$ cat config.mk
export PLATFORM = sky130hd
export DESIGN_NAME = pr_elastic_stage
export DESIGN_NICKNAME = d
export VERILOG_FILES = /design/src/rtl/pr_elastic_stage_pkg.sv /design/src/rtl/pr_sat_counter.sv /design/src/rtl/pr_elastic_stage.sv
export SDC_FILE = /design/constraint.sdc
export NUM_CORES = 1
export LEC_CHECK = 0
export ABC_AREA = 1
export ABC_CLOCK_PERIOD_IN_PS = 1800
export CAP_MARGIN = 40
export CORE_UTILIZATION = 51
export CTS_CLUSTER_DIAMETER = 60
export DETAILED_ROUTE_END_ITERATION = 10
export GPL_ROUTABILITY_DRIVEN = 0
export PLACE_DENSITY = 0.8
export SYNTH_ARGS = -nofsm -noshare
export SYNTH_HDL_FRONTEND = slang
export SYNTH_SLANG_ARGS = --single-unit
$ cat constraint.sdc
create_clock -name CLK -period 1.8 [get_ports CLK]
set_input_delay 0.36 -clock CLK [delete_from_list [all_inputs] [get_ports CLK]]
set_output_delay 0.36 -clock CLK [all_outputs]
set_load 0.005 [all_outputs]
$ cat src/rtl/pr_elastic_stage_pkg.sv
// Shared pipeline definitions: stage state encoding, RV32 NOP and the IF/ID bubble payload.
// Imported by every elastic pipeline register and by its bench.
package pr_elastic_stage_pkg;

   typedef enum logic [1:0] {
      ST_EMPTY = 2'd0,
      ST_ONE   = 2'd1,
      ST_FULL  = 2'd2
   } stage_state_t;

   localparam logic [31:0] RV32_NOP    = 32'h0000_0013;
   localparam logic [63:0] IFID_BUBBLE = {32'd0, RV32_NOP};

   // Number of payloads held in a given state, as reported on OCCUPANCY.
   function automatic logic [1:0] state_occupancy(input stage_state_t s);
      case (s)
         ST_ONE:  return 2'd1;
         ST_FULL: return 2'd2;
         default: return 2'd0;
      endcase
   endfunction

endpackage

$ cat src/rtl/pr_sat_counter.sv
// Saturating up-counter with synchronous clear; clear wins over increment.
// Used to count back-pressure cycles of an elastic stage.
module pr_sat_counter #(
   parameter int CNT_W = 16
) (
   input  logic             CLK,
   input  logic             RESET_N,
   input  logic             inc,
   input  logic             clr,
   output logic [CNT_W-1:0] count
);

   localparam logic [CNT_W-1:0] CNT_MAX = '1;

   always_ff @(posedge CLK or negedge RESET_N) begin
      if (!RESET_N) begin
         count <= '0;
      end else if (clr) begin
         count <= '0;
      end else if (inc && (count != CNT_MAX)) begin
         count <= count + CNT_W'(1);
      end
   end

endmodule

$ cat src/rtl/pr_elastic_stage.sv
// Elastic valid/ready pipeline register with a 2-entry skid buffer, flush-to-bubble
// and a saturating back-pressure counter.
module pr_elastic_stage
   import pr_elastic_stage_pkg::*;
#(
   parameter int                DATA_W = 64,
   parameter logic [DATA_W-1:0] BUBBLE = '0,
   parameter int                CNT_W  = 16
) (
   input  logic              CLK,
   input  logic              RESET_N,
   input  logic              IN_VALID,
   output logic              IN_READY,
   input  logic [DATA_W-1:0] IN_DATA,
   output logic              OUT_VALID,
   input  logic              OUT_READY,
   output logic [DATA_W-1:0] OUT_DATA,
   input  logic              FLUSH,
   output logic [1:0]        OCCUPANCY,
   output logic [CNT_W-1:0]  STALL_CNT,
   input  logic              CNT_CLR
);

   stage_state_t      state_q, state_d;
   logic [DATA_W-1:0] main_q, main_d;
   logic [DATA_W-1:0] skid_q, skid_d;
   logic              ready_q, ready_d;
   logic              accept;
   logic              emit;

   assign accept    = IN_VALID & ready_q;
   assign emit      = OUT_VALID & OUT_READY;
   assign IN_READY  = ready_q;
   assign OUT_VALID = (state_q != ST_EMPTY);
   assign OUT_DATA  = main_q;
   assign OCCUPANCY = state_occupancy(state_q);

   always_ff @(posedge CLK or negedge RESET_N) begin
      if (!RESET_N) begin
         state_q <= ST_EMPTY;
         main_q  <= BUBBLE;
         skid_q  <= BUBBLE;
         ready_q <= 1'b1;
      end else begin
         state_q <= state_d;
         main_q  <= main_d;
         skid_q  <= skid_d;
         ready_q <= ready_d;
      end
   end

   // Ready is computed from the next state so it can be registered without
   // any combinational path from OUT_READY to IN_READY.
   always_comb begin
      state_d = state_q;
      main_d  = main_q;
      skid_d  = skid_q;
      if (FLUSH) begin
         state_d = ST_EMPTY;
         main_d  = BUBBLE;
         skid_d  = BUBBLE;
      end else begin
         case (state_q)
            ST_EMPTY: begin
               if (accept) begin
                  state_d = ST_ONE;
                  main_d  = IN_DATA;
               end
            end
            ST_ONE: begin
               if (accept && emit) begin
                  main_d = IN_DATA;
               end else if (accept) begin
                  state_d = ST_FULL;
                  skid_d  = IN_DATA;
               end else if (emit) begin
                  state_d = ST_EMPTY;
               end
            end
            ST_FULL: begin
               if (emit) begin
                  state_d = ST_ONE;
                  main_d  = skid_q;
               end
            end
            default: begin
               state_d = ST_EMPTY;
            end
         endcase
      end
      ready_d = (state_d != ST_FULL);
   end

   pr_sat_counter #(
      .CNT_W(CNT_W)
   ) u_stall_cnt (
      .CLK     (CLK),
      .RESET_N (RESET_N),
      .inc     (OUT_VALID & ~OUT_READY),
      .clr     (CNT_CLR),
      .count   (STALL_CNT)
   );

endmodule

==> summary.txt <==
Logic synthesis
  – FF+latch count, synth: 147
  – Mapped Nets: 987
  – FFs w/ async S/R, synth: 100.0%
  – Main synth FF type: dfrtp_1
  – Synthesized area per cell: 7.700 um^2
  – Area contributors post-synth: dfrtp_1 (52%), nand2_1 (14%), nand3_1 (8.2%)
  – Syn Inst Count: 916
  – EDFF count, synth: 0
  – Top-count cell post-synth: nand2_1
  – Mapped Area: 7053 um^2
  – Top cells by count, synth: nand2_1 (261), nor2_1 (148), dfrtp_1 (146)
  – Unique masters post-synth: 25
  – Yosys warning count: 0
  – Sequential share of the synthesized area: 52.17%
  – Synth area leader: dfrtp_1
  – Yosys top cell area share: 51.80%

STA
  – Sum Neg Setup Slack: 0 ns
  – Final Hold Fails: 0
  – Fmax: 0.5658 GHz
  – Setup ws final: 0.03255 ns
  – Final min period: 1.767 ns
  – RSZ-0062 raised after global routing: false
  – Final Max Tran Viols: 0
  – # setup viols final: 0
  – Least-Margin Pin Slew: 0.5051 ns
  – Final Hold Slack: 0.3580 ns
  – Post-Route Skew: 0.004530 ns
  – Max-slew headroom: 66.29%
  – Period Utilization, post-route: 98.19%

Power
  – Leakage: 4.722 nW
  – NetSw: 2.043 mW
  – Maximum vdd ir drop: 0.6748 mV
  – Sw Ratio: 23.89%
  – Power per Cell Area: 887.3 nW/um^2
  – Total Power: 8.550 mW
  – Reg power frac: 42.0%
  – Clk pwr share: 43.8%
  – Logic pwr share: 14.1%
  – Internal: 6.507 mW

Floorplan
  – Die X: 119.6 um
  – Starting density of the core: 52.84%
  – Row count: 42
  – Die area: 14300 um^2
  – I/O pin count: 154
  – Core area: 13350 um^2
  – Die Span Y: 119.6 um

Finish
  – Storage cell area: 3690 um^2
  – Final Net Count: 1132
  – Synth-to-Final Area Change: 36.62%
  – Area of the multi-input gates: 2975 um^2
  – Share of cells above drive strength 1: 8.659%
  – Filler cells: 1048
  – Diode count: 0

Setup path
  – Worst reg2reg setup slack: 0.10 ns
  – Worst Path Arrival: 1.41 ns
  – Launch point of the worst path: u_stall_cnt.count[6]
  – CP Capture Type: output pin
  – Ordered list of cells on the worst path: clkdlybuf4s50_1
  – CP required: 1.44 ns
  – CP Buf/Inv Count: 1
  – Reg2reg start: u_stall_cnt.count[0]
  – Slowest stage delay, CP: 0.54 ns
  – CP Class: reg2out
  – Crit path max-delay family: buffers and inverters
  – Slowest CP cell: clkdlybuf4s50_1
  – R2R cell count: 10
  – Worst r2r dst: u_stall_cnt.count[12]
  – Startpoint Class: register
  – Crit Path Max Fanout: 5

CTS
  – Worst-case clock buffer depth: 2
  – Worst-path clk slew: 0.06 ns
  – Clock latency on the worst-skew pair: 0.42 ns
  – Clk Tree Root Cell: clkbuf_16
  – Sink Count: 147
  – H-Tree Depth: 4
  – Clock buffer count from CTS: 17
  – CTS tree: done

Route
  – ANT nets after route: 0
  – # DRC: 0
  – DR vias/cell: 5.290
  – 1st-iter DRT viols: 507
  – DR vias: 6613
  – Total wire length: 18640 um
  – Pre-antenna DRT Iters: 5
  – WL/cell: 14.91 um

Placement
  – DP Wirelength: 11970 um
  – Placement Setup Slack: -0.06696 ns
  – IO Port Bufs: 153

GRT
  – Initial antenna violation count: 0
  – Grt ovf: 0
  – Vias in the first global route: 6258
  – Largest net degree at the start of global routing: 57
  – Gr usage total: 27.43%
  – Wire length of the first global-routing pass: 30970 um

Hold path
  – Hold Path Class: in2async

Run
  – Maxcap violations: 0

Outcome
  – Status: finished, final reports clean
[how the worst max path moves through the flow]
stage | slack (ns) | end | depth (start not counted)
6_report | 0.03 | STALL_CNT[6] | 1
5_1_grt | 0.002 | STALL_CNT[7] | 1
4_1_cts | 0.0001 | STALL_CNT[0] | 2
3_5_place_dp | -0.07 | OUT_DATA[1] | 7
3_3_place_gp | -0.01 | OUT_DATA[42] | 7
2_1_floorplan | 0.24 | u_stall_cnt.count[13] | 9
[registers in the layout (all words and copies together), names as in the netlist]
register and count:
state_q 2, OUT_DATA 64, skid_q 64, IN_READY 1, u_stall_cnt.count 16
[kinds of logic (layout without fill, tap and decap cells)]
kind of cell | Yosys count | in the layout | synth area share [%]
fa+ha+maj | 1 | 1 | 0.1774
flops | 147 | 147 | 52.17
compound gates | 112 | 112 | 8.089
buf+inv | 99 | 257 | 5.996
simple gates | 552 | 552 | 32.94
xor+xnor | 5 | 5 | 0.6209
[layout by cell type (no fill, tap or decap), types with 4 or more instances in the layout]
cell type,Yosys,layout
nor2_4,3,6
clkdlybuf4s50_1,0,147
clkinv_2,0,5
nor2_1,148,145
o21bai_1,4,4
nand2_1,261,260
nand2_2,3,4
nand4_1,14,14
o21ai_0,107,107
nand3_1,116,116
clkbuf_16,0,17
dfrtp_1,146,138
xor2_1,5,5
dlygate4sd2_1,0,4
bufinv_16,0,4
inv_2,2,4
buf_4,7,19
buf_12,0,15
inv_1,35,33
dfrtp_2,0,8
[per-layer routing]
metal  global-route usage, %  part of all wire (%)  vias to the layer above
li1                        -                     -                     3231
met1                   37.93                    45                     3108
met2                   42.12                    47                      240
met3                   5.798                   5.7                       34
met4                   11.25                   2.3                        0
met5                       0                     0                        -
[stage by stage]
stage | instances | utilization (%) | area (um^2)
detailed placement | 1215 | 67.22 | 8972
floorplan | 916 | - | 7053
CTS | 1249 | 72.06 | 9618
finish | 1250 | 72.19 | 9635
global placement | 1215 | 67.22 | 8972
global route | 1250 | 72.19 | 9635
[what timing repair did]
item / 4_1_cts / 5_1_grt
endpoints found under the setup margin: 5 / 7
endpoints found under the hold margin: 14 / 0
resized for setup: 7 / 7
gates cloned: 0 / 0
pin swaps: 1 / 0
setup buffers: 1 / 1
hold buffers: 1 / 0
[power by group through the flow]
stage / combinational [mW] / sequential [mW] / clock (mW)
final: 1.21 / 3.59 / 3.75
after global placement: 1.20 / 3.64 / 0
after floorplan: 0.456 / 3.64 / 0
after detailed placement: 1.21 / 3.65 / 0
after CTS: 1.22 / 3.59 / 3.80
after global routing: 1.33 / 3.61 / 3.95
[area by class of cell]
cell class              count  share of cell area (%)
flip-flops and latches    147                   38.29
inverters                  37                   1.441
clock inverters            10                   1.597
multi-input cells         670                   30.88
well taps                 176                   2.285
repair buffers            188                   20.58
clock buffers              22                   4.921
No activity file was read; power rests on OpenSTA's default activity.
